File: config.mk
export PLATFORM = sky130hd
export DESIGN_NAME = store_log_fifo
export DESIGN_NICKNAME = d
export VERILOG_FILES = /design/src/rtl/store_log_fifo.sv
export SDC_FILE = /design/constraint.sdc
export NUM_CORES = 1
export LEC_CHECK = 0
export CELL_PAD_IN_SITES_DETAIL_PLACEMENT = 1
export CELL_PAD_IN_SITES_GLOBAL_PLACEMENT = 1
export CORE_MARGIN = 2
export CORE_UTILIZATION = 40
export CTS_BUF_LIST = sky130_fd_sc_hd__clkbuf_4 sky130_fd_sc_hd__clkbuf_8
export CTS_CLUSTER_DIAMETER = 40
export DETAILED_ROUTE_END_ITERATION = 8
export PLACE_DENSITY = 0.7
export SYNTH_ARGS = -nofsm -noshare
export SYNTH_HDL_FRONTEND = slang
export SYNTH_SLANG_ARGS = --single-unit
File: constraint.sdc
create_clock -name clk -period 5.2 [get_ports clk]
set_clock_uncertainty 0.2 [all_clocks]
set_input_delay 1.04 -clock clk [delete_from_list [all_inputs] [get_ports clk]]
set_output_delay 1.04 -clock clk [all_outputs]
set_load 0.01 [all_outputs]
File: src/rtl/store_log_fifo.sv
// Synchronous FIFO with a registered head (valid/ready pop) and drop-on-full push.
// A push into a full FIFO is accepted only when a pop happens on the same edge.
module store_log_fifo #(
    parameter int unsigned DEPTH = 4,
    parameter int unsigned WIDTH = 64
) (
    input  logic             clk,
    input  logic             reset,
    input  logic             push_valid,
    input  logic [WIDTH-1:0] push_data,
    input  logic             pop_ready,
    output logic             pop_valid,
    output logic [WIDTH-1:0] pop_data,
    output logic             full
);
    localparam int AW = (DEPTH > 1) ? $clog2(DEPTH) : 1;
    localparam int CW = $clog2(DEPTH + 1);

    logic [WIDTH-1:0] mem_q [DEPTH];
    logic [AW-1:0]    wr_ptr_q, wr_ptr_d, rd_ptr_q, rd_ptr_d, rd_ptr_inc;
    logic [CW-1:0]    count_q, count_d;
    logic [WIDTH-1:0] head_q, head_d;
    logic             valid_q, valid_d;
    logic             pop, push_ok;

    function automatic logic [AW-1:0] ptr_inc(input logic [AW-1:0] p);
        return (p == AW'(DEPTH - 1)) ? '0 : p + AW'(1);
    endfunction

    always_comb begin
        full       = (count_q == CW'(DEPTH));
        pop        = valid_q && pop_ready;
        push_ok    = push_valid && (!full || pop);
        rd_ptr_inc = ptr_inc(rd_ptr_q);
        wr_ptr_d   = push_ok ? ptr_inc(wr_ptr_q) : wr_ptr_q;
        rd_ptr_d   = pop ? rd_ptr_inc : rd_ptr_q;
        count_d    = count_q;
        if (push_ok && !pop) count_d = count_q + CW'(1);
        if (pop && !push_ok) count_d = count_q - CW'(1);
        // Head register tracks the entry that will sit at rd_ptr after this edge.
        head_d = head_q;
        if (pop) begin
            if (count_q > CW'(1)) head_d = mem_q[rd_ptr_inc];
            else if (push_ok)     head_d = push_data;
        end else if (count_q == '0 && push_ok) begin
            head_d = push_data;
        end
        valid_d = (count_d != '0);
    end

    always_ff @(posedge clk) begin
        if (push_ok) mem_q[wr_ptr_q] <= push_data;
    end

    always_ff @(posedge clk) begin
        if (!reset) begin
            wr_ptr_q <= '0;
            rd_ptr_q <= '0;
            count_q  <= '0;
            head_q   <= '0;
            valid_q  <= 1'b0;
        end else begin
            wr_ptr_q <= wr_ptr_d;
            rd_ptr_q <= rd_ptr_d;
            count_q  <= count_d;
            head_q   <= head_d;
            valid_q  <= valid_d;
        end
    end

    assign pop_valid = valid_q;
    assign pop_data  = head_q;
endmodule

Word level (Yosys, flattened, before mapping). Memories as Yosys holds them, arrays and structs flattened. Cells that the tools add are included.

Register bits after elaboration: 72. Memory bits (writable): 256. Bits of input ports: 68. Output and inout bits: 66. Logic and storage cells: 38. Memories: 1.

Add/sub/neg operators: 4. Order comparisons: 1. Equal/unequal tests: 4. Multiplexer cells: 10. Reduce and logical (&&, ||, !) cells: 13.

Memories: mem_q (depth 4, width 64, read ports 1, clocked after memory_dff 0, wr ports 1, RTL line 19) `logic [WIDTH-1:0] mem_q [DEPTH];`.

Operators with widths (number): 2-to-1 mux 64 bit (4); 2-to-1 mux 3 bit (2); logical AND 1 bit (5); adder 2 x 1 -> 2 bit (second input constant) (2); == test 2 bit (second input constant) (2); 2-to-1 mux 2 bit (2); adder 3 x 1 -> 3 bit (second input constant) (1); == test 3 bit (second input constant) (1); greater-than comparator 3 x 1 -> 1 bit (second input constant) (1); logical NOT 1 bit (3); logical NOT 3 bit (1); inequality test 3 x 1 -> 1 bit (second input constant) (1); nonzero test 3 bit (1); subtractor 3 x 1 -> 3 bit (second input constant) (1); 2-to-1 mux 1 bit (2); AND reduction 2 bit (1); nonzero test 2 bit (1); logical OR 1 bit (1).

Depth between registers and ports, before layout.
Depth in word-level cells: 8. Mapped depth: 8. Gate-level depth less buffers: 6.

Worst setup path before layout. OpenSTA, ideal clock, no wires.

Kind: input -> register. Start: in push_valid. End: mem mem_q[0][0], enable pin. Library setup time: 429 ps. Arrival: 2985 ps. Data required time: 4571 ps. Setup slack: 1586 ps. Stages on the path: 3. Path buffers: 1. Cell sequence: buf_2 -> o21a_1 -> and2_1.

Longest elaborated chain between the ends: 3.

Ends and longest elaborated chain: from (decl) (RTL line 9) `input logic push_valid,`; logical AND 1 bit (RTL line 33) `push_ok = push_valid && (!full || pop);`; 2-to-1 mux 1 bit (RTL line 52) `if (push_ok) mem_q[wr_ptr_q] <= push_data;`; 2-to-1 mux 1 bit (implied by the code) (RTL line 52); to (decl) (RTL line 19).

Every way passes these cells.

Worst setup path in the final report.
Start: reg count_q[0]. End: out full.

Longest elaborated chain between the ends: 1.

Ends and longest elaborated chain: from (decl) (RTL line 21) `logic [CW-1:0] count_q, count_d;`; from (signal assigned) (RTL line 65) `count_q <= count_d;`; == test 3 bit (RTL line 31) `full = (count_q == CW'(DEPTH));`; to (decl) (RTL line 14) `output logic full`.

Every way passes these cells.

==> impl_results.md <==
* Most common cell after layout, fill and taps aside: edfxtp_1
* Worst EP arrival at 2020 ps
* Nets at 916
* CP delay by family, top: buffers and inverters
* Synth area leaders: edfxtp_1 (61%), dfxtp_1 (11%), mux4_2 (11%)
* Gpl congestion at 0.710
* Share of layout cells above drive strength 1 at 0.192
* Register bit total from synthesis at about 330
* Int Pwr at between 5000 and 6000 uW
* Crit Path Max Fanout at 7
* Setup violators final at 0
* Synth cell types at 34
* Max-Cap Viols at 0
* Fin crit period at 3260 ps
* Critical path class: flop to output port
* Die Y at approximately 180 um
* Post-CTS Setup Inserts at 0
* Total GRT Usage at 0.161
* Htree depth at 2
* Synthesized area at about 13000 um2
* Cell chain of the critical path: inv_1 -> ha_1 -> nand2_1 -> inv_1 -> clkdlybuf4s50_1
* Clock Latency Late Sink at 560 ps
* Most frequent cells in the layout: edfxtp_1 (256), clkdlybuf4s50_1 (132), dfxtp_1 (71)
* Layout area overhead at 21.8%
* Initial antenna violation count at 1
* Min-Delay Path Depth at 2
* Largest net degree at the start of global routing at 66
* Initial Util at 0.403
* Num CTS Buffers at 53
* Reg2reg path depth at 7
* Total clock sinks at 328
* Drt first pass iters at 4
* Wirelength per Cell at ~20 um
* Hold-fix buffer count after cts at 0
* Die Wd at ~180 um
* Port bufs at ~130
* DP HPWL at roughly 15000 um
* Share of Yosys cell area claimed by the top area cell type at 0.609
* Final antenna-violating net count at 0
* WP data required at a little under 4000 ps
* Worst-Margin Slew at a little over 1000 ps
* FF-to-FF Start: count_q[1]
* Status: finished, final reports clean
* Yosys warns at 0
* Hold Vio Cnt, Final at 0
* Post-synth top area cell: edfxtp_1
* P_leak at between 0.005 and 0.006 uW
* CTS tree: built
* Max Freq at between 0.3 and 0.4 GHz
* Clk slew on worst S/H paths at 60 ps
* First-pass GRT wire length at between 40000 and 50000 um
* Top Ports at ~130
* Sw Pwr at ~1800 uW
* Combinational power share at 0.202
* CP most frequent cell: inv_1
* Clk root buf: clkbuf_8
* Final wirelength at 26200 um
* Post-Syn Instances at ~700
* Row Count at 65
* CTS resizes at 0
* Worst hold-check path type: flop to flop
* Hold Startpoint: rd_ptr_q[1]
* Crit start category: flop
* Vias/cell at roughly 5.2
* DRC at 0
* Pwr dens at roughly 460 nW/um2
* Net Sw Frac at 0.259
* R2r setup slk at between 2000 and 2500 ps
* Clk buf depth at 3
* Synth Area per Inst at ~18 um2
* Slowest-stage cell, CP: clkdlybuf4s50_1
* Clock share of power at 0.335
* Vias in the first global route at between 7k and 8k
* Final Cycle Share at 0.627
* Seq/Total Area, Yosys at 0.723
* Peak VDD IR at between 0.2 and 0.25 mV
* Hold-critical path endpoint: rd_ptr_q[1]
* Seq pwr share at 0.463
* Min Hold Slack at approximately 310 ps
* Rel. slew slack at 0.317
* TNS Setup at 0 ps
* Slew Viols, Final at 0
* Vias at 6699
* Die ar. at about 33000 um2
* Core Area at around 31000 um2
* Slowest Stage Delay on Critical Path at between 400 and 500 ps
* Worst R2R End: pop_data[1]
* Worst path bufs/invs at 3
* Total congestion overflow at 0
* Post-Syn Nets at around 770
* Worst setup EP type: output port
* DRT iter0 DRCs at roughly 400
* RSZ-0062 raised after global routing: no
[state kept, by name, summed over array words and instances, names as in the netlist]
signal,cells
pop_valid,1
wr_ptr_q,2
rd_ptr_q,2
pop_data,64
mem_q,256
count_q,3
[kinds of logic (layout without fill, tap and decap cells)]
group / Yosys count / in the layout / share of synthesized area
flip-flops: 328 / 328 / 0.723
AO/OA/AOI/OAI: 141 / 141 / 0.0585
multiplexers: 131 / 131 / 0.167
buffers and inverters: 49 / 245 / 0.0290
AND/OR/NAND/NOR: 29 / 29 / 0.0121
adder cells (fa/ha/maj): 9 / 9 / 0.00892
XOR/XNOR: 1 / 1 / 0.000694
other: 0 / 1 / 0
[through the flow]
stage	area [um2]	cells	total power, uW	utilization	setup slack, ps
2_1_floorplan	12600	688	4260	-	1590
3_3_place_gp	14200	1186	4750	0.453	1590
3_5_place_dp	14200	1186	4780	0.453	1550
4_1_cts	15400	1286	7170	0.491	1910
5_1_grt	15400	1287	7400	0.491	1790
6_report	15400	1287	7080	0.491	1940
[power by group through the flow]
stage / clock [uW] / combinational (uW) / sequential (uW)
after floorplan: 0 / 910 / 3350
after global placement: 0 / 1430 / 3320
after detailed placement: 0 / 1450 / 3330
after CTS: 2430 / 1460 / 3280
after global routing: 2540 / 1560 / 3310
final: 2370 / 1430 / 3270
[worst max-delay path by stage]
stage	from	endpoint	slack (ps)	cells after the start
after floorplan	push_valid	mem_q[0][0]	1590	3
after global placement	push_valid	mem_q[2][40]	1590	3
after detailed placement	push_valid	mem_q[2][40]	1550	3
after CTS	count_q[0]	full	1910	5
after global routing	count_q[0]	full	1790	5
final	count_q[0]	full	1940	5
[worst register-to-register path, delay by kind of cell (launching register included)]
family / cells / cell delay [ps]
DFF: 1 / 350
buffers and inverters: 2 / 730
adders and majority gates: 1 / 160
AOI/OAI and AO/OA: 4 / 1380
[metal layers]
metal	part of all wire	GRT usage	wire (um)	vias to the layer above
met2	0.49	0.267	12700	143
met1	0.46	0.219	12000	3459
met3	0.039	0.0301	1030	38
met4	0.017	0.0472	442	0
li1	-	-	-	3059
met5	0	0	0	-
[final cells by class]
| type | instances | area [um2] |
|---|---|---|
| Timing Repair Buffer | 139 | 1370 |
| Clock buffer | 76 | 958 |
| Fill cell | 2941 | 15900 |
| Inverter | 6 | 22.5 |
| Sequential cell | 328 | 9130 |
| Multi-Input combinational cell | 311 | 3160 |
| Tap cell | 402 | 503 |
| Clock inverter | 24 | 213 |
| Antenna cell | 1 | 2.50 |
[synthesized netlist by cell type, drive strengths merged]
| cell | count |
|---|---|
| a211oi | 2 |
| a21oi | 66 |
| a22oi | 1 |
| a31oi | 1 |
| and2 | 6 |
| and4b | 3 |
| buf | 27 |
| clkbuf | 16 |
| dfxtp | 72 |
| edfxtp | 256 |
| ha | 9 |
| inv | 6 |
| mux2i | 67 |
| mux4 | 64 |
| nand2 | 8 |
| nand2b | 1 |
| nand3 | 1 |
| nor2 | 8 |
| nor2b | 1 |
| nor3 | 1 |
| o21a | 2 |
| o21ai | 66 |
| o21ba | 1 |
| o22ai | 1 |
| o311a | 1 |
| xnor2 | 1 |
No activity file was read; power rests on OpenSTA's default activity.
